--- config.mk ---
export PLATFORM = sky130hd
export DESIGN_NAME = serial_subtractor
export DESIGN_NICKNAME = d
export VERILOG_FILES = /design/src/rtl/serial_subtractor.sv
export SDC_FILE = /design/constraint.sdc
export NUM_CORES = 1
export LEC_CHECK = 0
export ABC_CLOCK_PERIOD_IN_PS = 4600
export CELL_PAD_IN_SITES_DETAIL_PLACEMENT = 0
export CELL_PAD_IN_SITES_GLOBAL_PLACEMENT = 2
export CORE_UTILIZATION = 37
export CTS_CLUSTER_DIAMETER = 30
export DETAILED_ROUTE_END_ITERATION = 8
export PLACE_DENSITY = 0.92
export SLEW_MARGIN = 20
export SYNTH_ARGS = -nofsm -noshare
export SYNTH_HDL_FRONTEND = slang
export SYNTH_SLANG_ARGS = --single-unit
export TNS_END_PERCENT = 5
--- constraint.sdc ---
create_clock -name clk -period 4.6 [get_ports clk]
set_input_delay 0.46 -clock clk [delete_from_list [all_inputs] [get_ports clk]]
set_output_delay 0.46 -clock clk [all_outputs]
set_load 0.03 [all_outputs]
--- src/rtl/serial_subtractor.sv ---
// Bit-serial two's-complement subtractor: diff = a - b, LSB first, one bit per clock,
// with valid/ready handshakes on both sides and registered borrow/overflow/zero flags.
module serial_subtractor #(
    parameter int W = 8
) (
    input  logic         clk,
    input  logic         rst_n,
    input  logic         in_valid,
    output logic         in_ready,
    input  logic [W-1:0] a,
    input  logic [W-1:0] b,
    output logic         out_valid,
    input  logic         out_ready,
    output logic [W-1:0] diff,
    output logic         borrow,
    output logic         ovf,
    output logic         zero
);

    localparam int CW = (W > 1) ? $clog2(W) : 1;

    typedef enum logic [1:0] {IDLE, SHIFT, DONE} state_t;

    state_t        state_q, state_d;
    logic [CW-1:0] count_q, count_d;
    logic [W-1:0]  a_q, a_d;
    logic [W-1:0]  b_q, b_d;
    logic [W-1:0]  res_q, res_d;
    logic [W-1:0]  diff_q, diff_d;
    logic          br_q, br_d;
    logic          a_sign_q, a_sign_d;
    logic          b_sign_q, b_sign_d;
    logic          in_ready_q, in_ready_d;
    logic          out_valid_q, out_valid_d;
    logic          borrow_q, borrow_d;
    logic          ovf_q, ovf_d;
    logic          zero_q, zero_d;

    logic          d_bit;
    logic          br_next;
    logic [W:0]    res_ext;
    logic [W-1:0]  res_shift;

    always_comb begin
        d_bit     = a_q[0] ^ b_q[0] ^ br_q;
        br_next   = (~a_q[0] & b_q[0]) | (~(a_q[0] ^ b_q[0]) & br_q);
        // Widening by one bit keeps the shift-in legal for W=1
        res_ext   = {d_bit, res_q};
        res_shift = res_ext[W:1];

        state_d     = state_q;
        count_d     = count_q;
        a_d         = a_q;
        b_d         = b_q;
        res_d       = res_q;
        diff_d      = diff_q;
        br_d        = br_q;
        a_sign_d    = a_sign_q;
        b_sign_d    = b_sign_q;
        in_ready_d  = in_ready_q;
        out_valid_d = out_valid_q;
        borrow_d    = borrow_q;
        ovf_d       = ovf_q;
        zero_d      = zero_q;

        case (state_q)
            IDLE: begin
                if (in_valid) begin
                    a_d        = a;
                    b_d        = b;
                    res_d      = '0;
                    br_d       = 1'b0;
                    count_d    = '0;
                    a_sign_d   = a[W-1];
                    b_sign_d   = b[W-1];
                    in_ready_d = 1'b0;
                    state_d    = SHIFT;
                end
            end
            SHIFT: begin
                br_d    = br_next;
                a_d     = a_q >> 1;
                b_d     = b_q >> 1;
                res_d   = res_shift;
                count_d = count_q + CW'(1);
                // Flags are latched from the final bit so diff stays stable between ops
                if (count_q == CW'(W - 1)) begin
                    state_d     = DONE;
                    out_valid_d = 1'b1;
                    diff_d      = res_shift;
                    borrow_d    = br_next;
                    ovf_d       = (a_sign_q ^ b_sign_q) & (res_shift[W-1] ^ a_sign_q);
                    zero_d      = (res_shift == '0);
                end
            end
            DONE: begin
                if (out_ready) begin
                    state_d     = IDLE;
                    out_valid_d = 1'b0;
                    in_ready_d  = 1'b1;
                end
            end
            default: begin
                state_d     = IDLE;
                out_valid_d = 1'b0;
                in_ready_d  = 1'b1;
            end
        endcase
    end

    always_ff @(posedge clk or negedge rst_n) begin
        if (!rst_n) begin
            state_q     <= IDLE;
            count_q     <= '0;
            a_q         <= '0;
            b_q         <= '0;
            res_q       <= '0;
            diff_q      <= '0;
            br_q        <= 1'b0;
            a_sign_q    <= 1'b0;
            b_sign_q    <= 1'b0;
            in_ready_q  <= 1'b1;
            out_valid_q <= 1'b0;
            borrow_q    <= 1'b0;
            ovf_q       <= 1'b0;
            zero_q      <= 1'b0;
        end else begin
            state_q     <= state_d;
            count_q     <= count_d;
            a_q         <= a_d;
            b_q         <= b_d;
            res_q       <= res_d;
            diff_q      <= diff_d;
            br_q        <= br_d;
            a_sign_q    <= a_sign_d;
            b_sign_q    <= b_sign_d;
            in_ready_q  <= in_ready_d;
            out_valid_q <= out_valid_d;
            borrow_q    <= borrow_d;
            ovf_q       <= ovf_d;
            zero_q      <= zero_d;
        end
    end

    assign in_ready  = in_ready_q;
    assign out_valid = out_valid_q;
    assign diff      = diff_q;
    assign borrow    = borrow_q;
    assign ovf       = ovf_q;
    assign zero      = zero_q;

endmodule

==> impl_metrics.py, run 1 <==
metrics = {
    "routing": {
        "route.detailed.drc": 0,
        "wire_per_inst_um": 14.1,
        "drt.antenna.violating_nets": 0,
        "route.final.wire_length_um": 3930,
        "drt-vias-per-instance": 5.13,
        "drt-pass1-iter-count": 4,
        "via_count": 1426,
        "dr.first_iter.drc_count": 89,
    },
    "power": {
        "power.net_switching_uw": 583,
        "internal_power_uw": 964,
        "power.combinational.fraction_pct": 38.1,
        "power.switching_fraction_pct": 37.7,
        "power.ir.vdd_worst_mv": 0.255,
        "cellLeakagePower_nw": 1.06,
        "seq_power_share_pct": 45.1,
        "power_density_mw_per_mm2": 630,
        "clock_power_share_pct": 16.8,
    },
    "setup_path": {
        "slowest_stage": "clkdlybuf4s50_1",
        "crit_arrival_ps": 2700,
        "cp.required_ps": 4790,
        "timing.critical_path.cells": "clkdlybuf4s50_1, nor2b_2, nor2b_4, mux2_1",
        "crit_fanout": 19,
        "setup.worst_path.class": "in -> reg",
        "type_of_element_launching_the_critical_path": "input port",
        "cp-end-kind": "register",
        "critical-path-max-stage-delay_ps": 880,
        "crit_family": "simple AND/OR/NAND/NOR gates",
        "cp.buffers_inverters": 1,
    },
    "grt": {
        "largest_net_degree_at_the_start_of_global_routing": 45,
        "grt_overflow": 0,
        "grt_first_pass_wirelength_um": 6920,
        "grt_antenna_before_repair": 0,
        "first_global_vias": 1395,
        "grt.total_usage_pct": 16.5,
    },
    "job": {
        "max_cap_violations": 0,
    },
    "synth": {
        "synth_area_leaders": "dfrtp_1 53%, o21ai_0 5.2%, a22oi_1 4.8%",
        "yosysWarnings": 0,
        "synth_cells": 179,
        "unique_masters_post_synth": 30,
        "yosysTopAreaCellShare_pct": 53.3,
        "syn-cell-area_sq_mm": 0.00202,
        "synth_seq_cells": 44,
        "synth_top_area_cell": "dfrtp_1",
        "synthesis.nets": 203,
        "synth_seq_area_share_pct": 54.6,
        "syn_area_cell_sq_um": 11.3,
    },
    "cells_and_area": {
        "final_core_utilization_pct": 47.5,
        "multiInputGateArea_sq_um": 828,
        "drive_gt1_share_pct": 10.6,
        "leading_cell_type_in_the_layout_fill_and_taps_excluded": "dfrtp_1",
        "antenna_cells": 0,
        "finalNonFillerCells": 278,
        "nets": 231,
        "most-common-layout-cells": "43 x dfrtp_1, 31 x clkdlybuf4s50_1, 21 x o21ai_0",
        "nFillCells": 491,
        "regArea_sq_mm": 0.00110,
        "area.growth.synth_to_final_pct": 21.6,
    },
    "floorplan": {
        "floorplan.die_area_sq_mm": 0.00576,
        "core_sq_mm": 0.00517,
        "core.rowCount": 26,
        "fp.dieW_um": 75.9,
        "initial_utilization_pct": 39.0,
        "die_ht_um": 75.9,
        "io_pins": 33,
    },
    "clocking": {
        "clock_latency_ps": 300,
        "postCtsSetupRepairBufs": 0,
        "post_cts.resized_instances": 0,
        "cts_sinks": 44,
        "cts-htree-levels": 2,
        "postCtsHoldBufs": 0,
        "number_of_buffers_created_by_cts": 5,
        "clockRootBuffer": "clkbuf_8",
        "cts_tree": "built",
        "number_of_buffers_on_the_longest_clock_path": 2,
        "clk_transition_reported_paths_ps": 90,
    },
    "status": {
        "outcome": "finished, final reports clean",
    },
    "sta": {
        "post-route-period-util_pct": 54.6,
        "rsz0062_at_grt": "no",
        "maxClockFrequency_mhz": 398,
        "final.setup_skew_ps": 4.68,
        "timing_hold_violations_final": 0,
        "rel_slew_slack_pct": 36.3,
        "timing_max_transition_violations_final": 0,
        "setup-tns-final_ps": 0,
        "timing.final.setup_violations": 0,
        "worstMarginPinSlew_ps": 955,
        "period_needed_ps": 2510,
    },
    "placed_design": {
        "buffer_ports.inserted": 32,
        "post-place-cells": 270,
        "post-dp-hpwl_um": 2460,
        "routabilityCongestion": 0.727,
    },
    "worst_hold_path": {
        "hold_path_class": "in -> async",
    },
}
routing by layer:
metal / GRT usage (%) / part of all wire (%) / wire (um)
met1: 23.1 / 50 / 1960
met4: 7.41 / 1.8 / 70
met3: 3.57 / 3.6 / 142
met2: 24.4 / 45 / 1760
met5: 0 / 0 / 0
Yosys cell counts:
master / count
fa_1: 2
ha_1: 2
buf_4: 2
nand3b_4: 1
mux2i_1: 1
nand2_1: 11
nor4_1: 2
mux2_2: 8
a2bb2oi_1: 2
buf_6: 2
a21oi_1: 16
dfrtp_1: 43
and3b_1: 2
nor2b_4: 1
buf_2: 5
nor2b_1: 9
mux2_1: 2
a22o_1: 8
and2b_1: 5
nor2_1: 5
o21ai_0: 21
o22a_1: 1
o21bai_1: 1
o21ai_1: 3
dfstp_2: 1
inv_1: 4
nand2b_1: 2
clkbuf_1: 3
nor2b_2: 1
a22oi_1: 13
worst reg2reg max path, stage by stage, from the launching register on:
cell	delay [ps]
dfrtp_1	680
nor2b_2	720
nor2b_4	290
mux2_1	330
layout make-up:
class                           instances  share of cell area, %
Timing Repair Buffer                   33                   13.2
Clock inverter                          2                  0.611
Multi-Input combinational cell        119                   33.7
Tap cell                               70                   3.57
Inverter                                4                  0.611
Clock buffer                            6                   3.36
Sequential cell                        44                   44.9
cell families (layout without fill, tap and decap cells):
logic type      after synthesis  after routing  share of synthesized area [%]
fa+ha+maj                     4              4                           3.22
buf+inv                      16             45                           4.40
mux                          11             11                           6.07
flops                        44             44                           54.6
compound gates               65             65                           19.9
simple gates                 39             39                           11.8
power by group through the flow:
stage / clock, mW / sequential (mW) / combinational, mW
after floorplan: 0 / 0.735 / 0.367
after global placement: 0 / 0.705 / 0.586
after detailed placement: 0 / 0.709 / 0.596
after CTS: 0.268 / 0.702 / 0.597
after global routing: 0.284 / 0.729 / 0.655
final: 0.259 / 0.698 / 0.590
flip-flops by register name, summed over array words and instances, names as in the netlist:
name and flops:
a_q 8, b_q 8, diff 8, res_q 7, count_q 3, state_q 2
a_sign_q 1, b_sign_q 1, borrow 1, br_q 1, in_ready 1, out_valid 1
ovf 1, zero 1
metrics by stage:
| step | setup slack (ps) | hold WS [ps] | area [sq um] | power (mW) |
|---|---|---|---|---|
| detailed placement | 1770 | 472 | 2360 | 1.30 |
| CTS | 2100 | 342 | 2450 | 1.57 |
| floorplan | 3110 | 164 | 2020 | 1.10 |
| finish | 2090 | 147 | 2460 | 1.55 |
| global route | 1990 | 181 | 2460 | 1.67 |
| global placement | 1820 | 462 | 2360 | 1.29 |
final timing paths:
path,start,to,slack (ps),cells past startpoint
max reg2reg,state_q[1]$_DFFE_PN0P_,a_sign_q$_DFFE_PN0P_,2460,3
max in group asynchronous,rst_n,in_ready$_DFFE_PN1P_,4070,1
min reg2reg,zero$_DFFE_PN0P_,zero$_DFFE_PN0P_,480,2
max,in_valid,a_sign_q$_DFFE_PN0P_,2090,4
min,rst_n,diff[5]$_DFFE_PN0P_,150,1
min in group clk,zero$_DFFE_PN0P_,zero$_DFFE_PN0P_,480,2
No activity file was read; power rests on OpenSTA's default activity.
==> run 2: changes to the inputs <==
--- a/config.mk
+++ b/config.mk
@@ -5,13 +5,13 @@
 export SDC_FILE = /design/constraint.sdc
 export NUM_CORES = 1
 export LEC_CHECK = 0
-export ABC_CLOCK_PERIOD_IN_PS = 4600
+export ABC_CLOCK_PERIOD_IN_PS = 2650
 export CELL_PAD_IN_SITES_DETAIL_PLACEMENT = 0
 export CELL_PAD_IN_SITES_GLOBAL_PLACEMENT = 2
-export CORE_UTILIZATION = 37
+export CORE_UTILIZATION = 34
 export CTS_CLUSTER_DIAMETER = 30
 export DETAILED_ROUTE_END_ITERATION = 8
-export PLACE_DENSITY = 0.92
+export PLACE_DENSITY = 0.86
 export SLEW_MARGIN = 20
 export SYNTH_ARGS = -nofsm -noshare
 export SYNTH_HDL_FRONTEND = slang
==> constraint.sdc (replaced) <==
create_clock -name clk -period 2.65 [get_ports clk]
set_input_delay 0.265 -clock clk [delete_from_list [all_inputs] [get_ports clk]]
set_output_delay 0.265 -clock clk [all_outputs]
set_load 0.03 [all_outputs]
==> run 2 against run 1 <==
The run now ends with negative hold slack left. Die area is 8.6% higher. Non-clock buffer count is 7 higher. Sequential cell count stayed put. Clock skew hardly changed. Critical path depth is 3 lower. Clock-buffer cell count is 2 higher. Global-route usage is 1.8 points lower. Cell count is 3.2% higher. First-iteration DRC count is 20% higher. Utilization is 2.8 points lower. Largest cell class unchanged.
==> impl_metrics.py, run 2 (synthesis results as in run 1) <==
metrics = {
    "cells_and_area": {
        "drive_gt1_share_pct": 12.6,
        "regArea_sq_mm": 0.00110,
        "finalNonFillerCells": 287,
        "antenna_cells": 0,
        "most-common-layout-cells": "43 x dfrtp_1, 31 x clkdlybuf4s50_1, 21 x o21ai_0",
        "nets": 238,
        "nFillCells": 567,
        "area.growth.synth_to_final_pct": 24.0,
        "leading_cell_type_in_the_layout_fill_and_taps_excluded": "dfrtp_1",
        "multiInputGateArea_sq_um": 828,
    },
    "status": {
        "outcome": "complete, but fails checks",
        "violated_checks": "negative hold slack",
    },
    "routing": {
        "drt.antenna.violating_nets": 0,
        "drt-vias-per-instance": 5.03,
        "wire_per_inst_um": 14.1,
        "route.detailed.drc": 0,
        "dr.first_iter.drc_count": 107,
        "route.final.wire_length_um": 4050,
        "via_count": 1445,
        "drt-pass1-iter-count": 4,
    },
    "sta": {
        "timing_max_transition_violations_final": 0,
        "period_needed_ps": 1770,
        "setup-tns-final_ps": 0,
        "timing.final.setup_violations": 0,
        "post-route-period-util_pct": 66.9,
        "rel_slew_slack_pct": 37.8,
        "rsz0062_at_grt": "no",
        "finalWorstSetupSlack_ps": 876,
        "fin_hold_ws_ps": -40.2,
        "timing_hold_violations_final": 43,
        "final.setup_skew_ps": 4.44,
        "maxClockFrequency_mhz": 564,
        "worstMarginPinSlew_ps": 931,
    },
    "floorplan": {
        "fp.dieW_um": 79.1,
        "io_pins": 33,
        "floorplan.die_area_sq_mm": 0.00625,
        "core_sq_mm": 0.00561,
        "core.rowCount": 27,
        "die_ht_um": 79.1,
        "initial_utilization_pct": 36.0,
    },
    "clocking": {
        "postCtsHoldBufs": 0,
        "clockRootBuffer": "clkbuf_8",
        "number_of_buffers_on_the_longest_clock_path": 2,
        "postCtsSetupRepairBufs": 0,
        "number_of_buffers_created_by_cts": 5,
        "post_cts.resized_instances": 0,
        "clk_transition_reported_paths_ps": 80,
        "cts_sinks": 44,
        "cts-htree-levels": 2,
        "cts_tree": "built",
        "clock_latency_ps": 290,
    },
    "power": {
        "power.ir.vdd_worst_mv": 0.516,
        "power_density_mw_per_mm2": 1090,
        "total_chip_power_mw": 2.72,
        "cellLeakagePower_nw": 1.09,
    },
    "placed_design": {
        "routabilityCongestion": 0.721,
        "buffer_ports.inserted": 32,
        "post-dp-hpwl_um": 2810,
        "post_place_worst_slack_ps": 744,
        "post-place-cells": 279,
    },
    "grt": {
        "first_global_vias": 1465,
        "grt_first_pass_wirelength_um": 6990,
        "grt_antenna_before_repair": 0,
        "grt.total_usage_pct": 14.6,
        "largest_net_degree_at_the_start_of_global_routing": 45,
        "grt_overflow": 0,
    },
    "setup_path": {
        "timing.critical_path.cells": "clkdlybuf4s50_1",
        "crit_arrival_ps": 1510,
        "setup.worst_path.end": "in_ready",
        "rr_startpoint": "state_q[0]$_DFFE_PN0P_",
        "r2r.worst_path.cells": 2,
        "critical-path-max-stage-delay_ps": 670,
        "crit_family": "buffers and inverters",
        "type_of_element_launching_the_critical_path": "register",
        "cp-end-kind": "output port",
        "cp.buffers_inverters": 1,
        "reg2reg_to": "res_q[3]$_DFFE_PN0P_",
        "slowest_stage": "clkdlybuf4s50_1",
        "rrSetupSlack_ps": 1080,
        "timing.critical_path.depth": 1,
        "setup.worst_path.class": "reg -> out",
        "cp.required_ps": 2380,
        "crit_fanout": 3,
        "worstSetupStartpoint": "in_ready$_DFFE_PN1P_",
    },
    "worst_hold_path": {
        "hold_path_class": "in -> async",
    },
    "job": {
        "max_cap_violations": 0,
    },
}
[run 2: cell count changes in the layout (fill, tap and decap cells not counted), sizes merged]
cell	previous run	this run
clkbuf	6	8
buf	2	9
clkinvlp	2	0
[run 2: how the worst min path moves through the flow]
stage,startpoint,endpoint,slack [ps],depth (start not counted)
2_1_floorplan,rst_n,a_q[0]$_DFFE_PN0P_,-30,0
3_3_place_gp,zero$_DFFE_PN0P_,zero$_DFFE_PN0P_,460,2
3_5_place_dp,ovf$_DFFE_PN0P_,ovf$_DFFE_PN0P_,480,2
4_1_cts,rst_n,state_q[1]$_DFFE_PN0P_,170,1
5_1_grt,rst_n,b_q[0]$_DFFE_PN0P_,5,1
6_report,rst_n,zero$_DFFE_PN0P_,-40,1
[run 2: final cells by class]
class / count / area share (%)
flip-flops and latches: 44 / 44.0
well taps: 72 / 3.60
repair buffers: 40 / 15.1
clock buffers: 8 / 3.60
multi-input cells: 119 / 33.1
inverters: 4 / 0.600
[run 2: per-layer routing]
metal / track usage (%) / wire, um / up-vias
li1: - / - / 703
met1: 19.2 / 1980 / 708
met2: 23.8 / 1870 / 29
met3: 3.10 / 139 / 5
met4: 5.45 / 52 / 0
met5: 0 / 0 / -
[run 2: where the power goes]
group	total, mW	switching [mW]	internal [mW]	leakage, nW
registers	1.16	0.207	0.951	0.564
logic	1.13	0.582	0.547	0.485
clock network	0.430	0.217	0.213	0.0455
[run 2: metrics by stage]
stage | area, sq um | hold slack (ps) | util, %
floorplan | 2020 | -30.6 | -
global placement | 2410 | 463 | 43.0
detailed placement | 2410 | 478 | 43.0
CTS | 2500 | 167 | 44.6
global route | 2500 | 4.89 | 44.6
finish | 2500 | -40.2 | 44.6
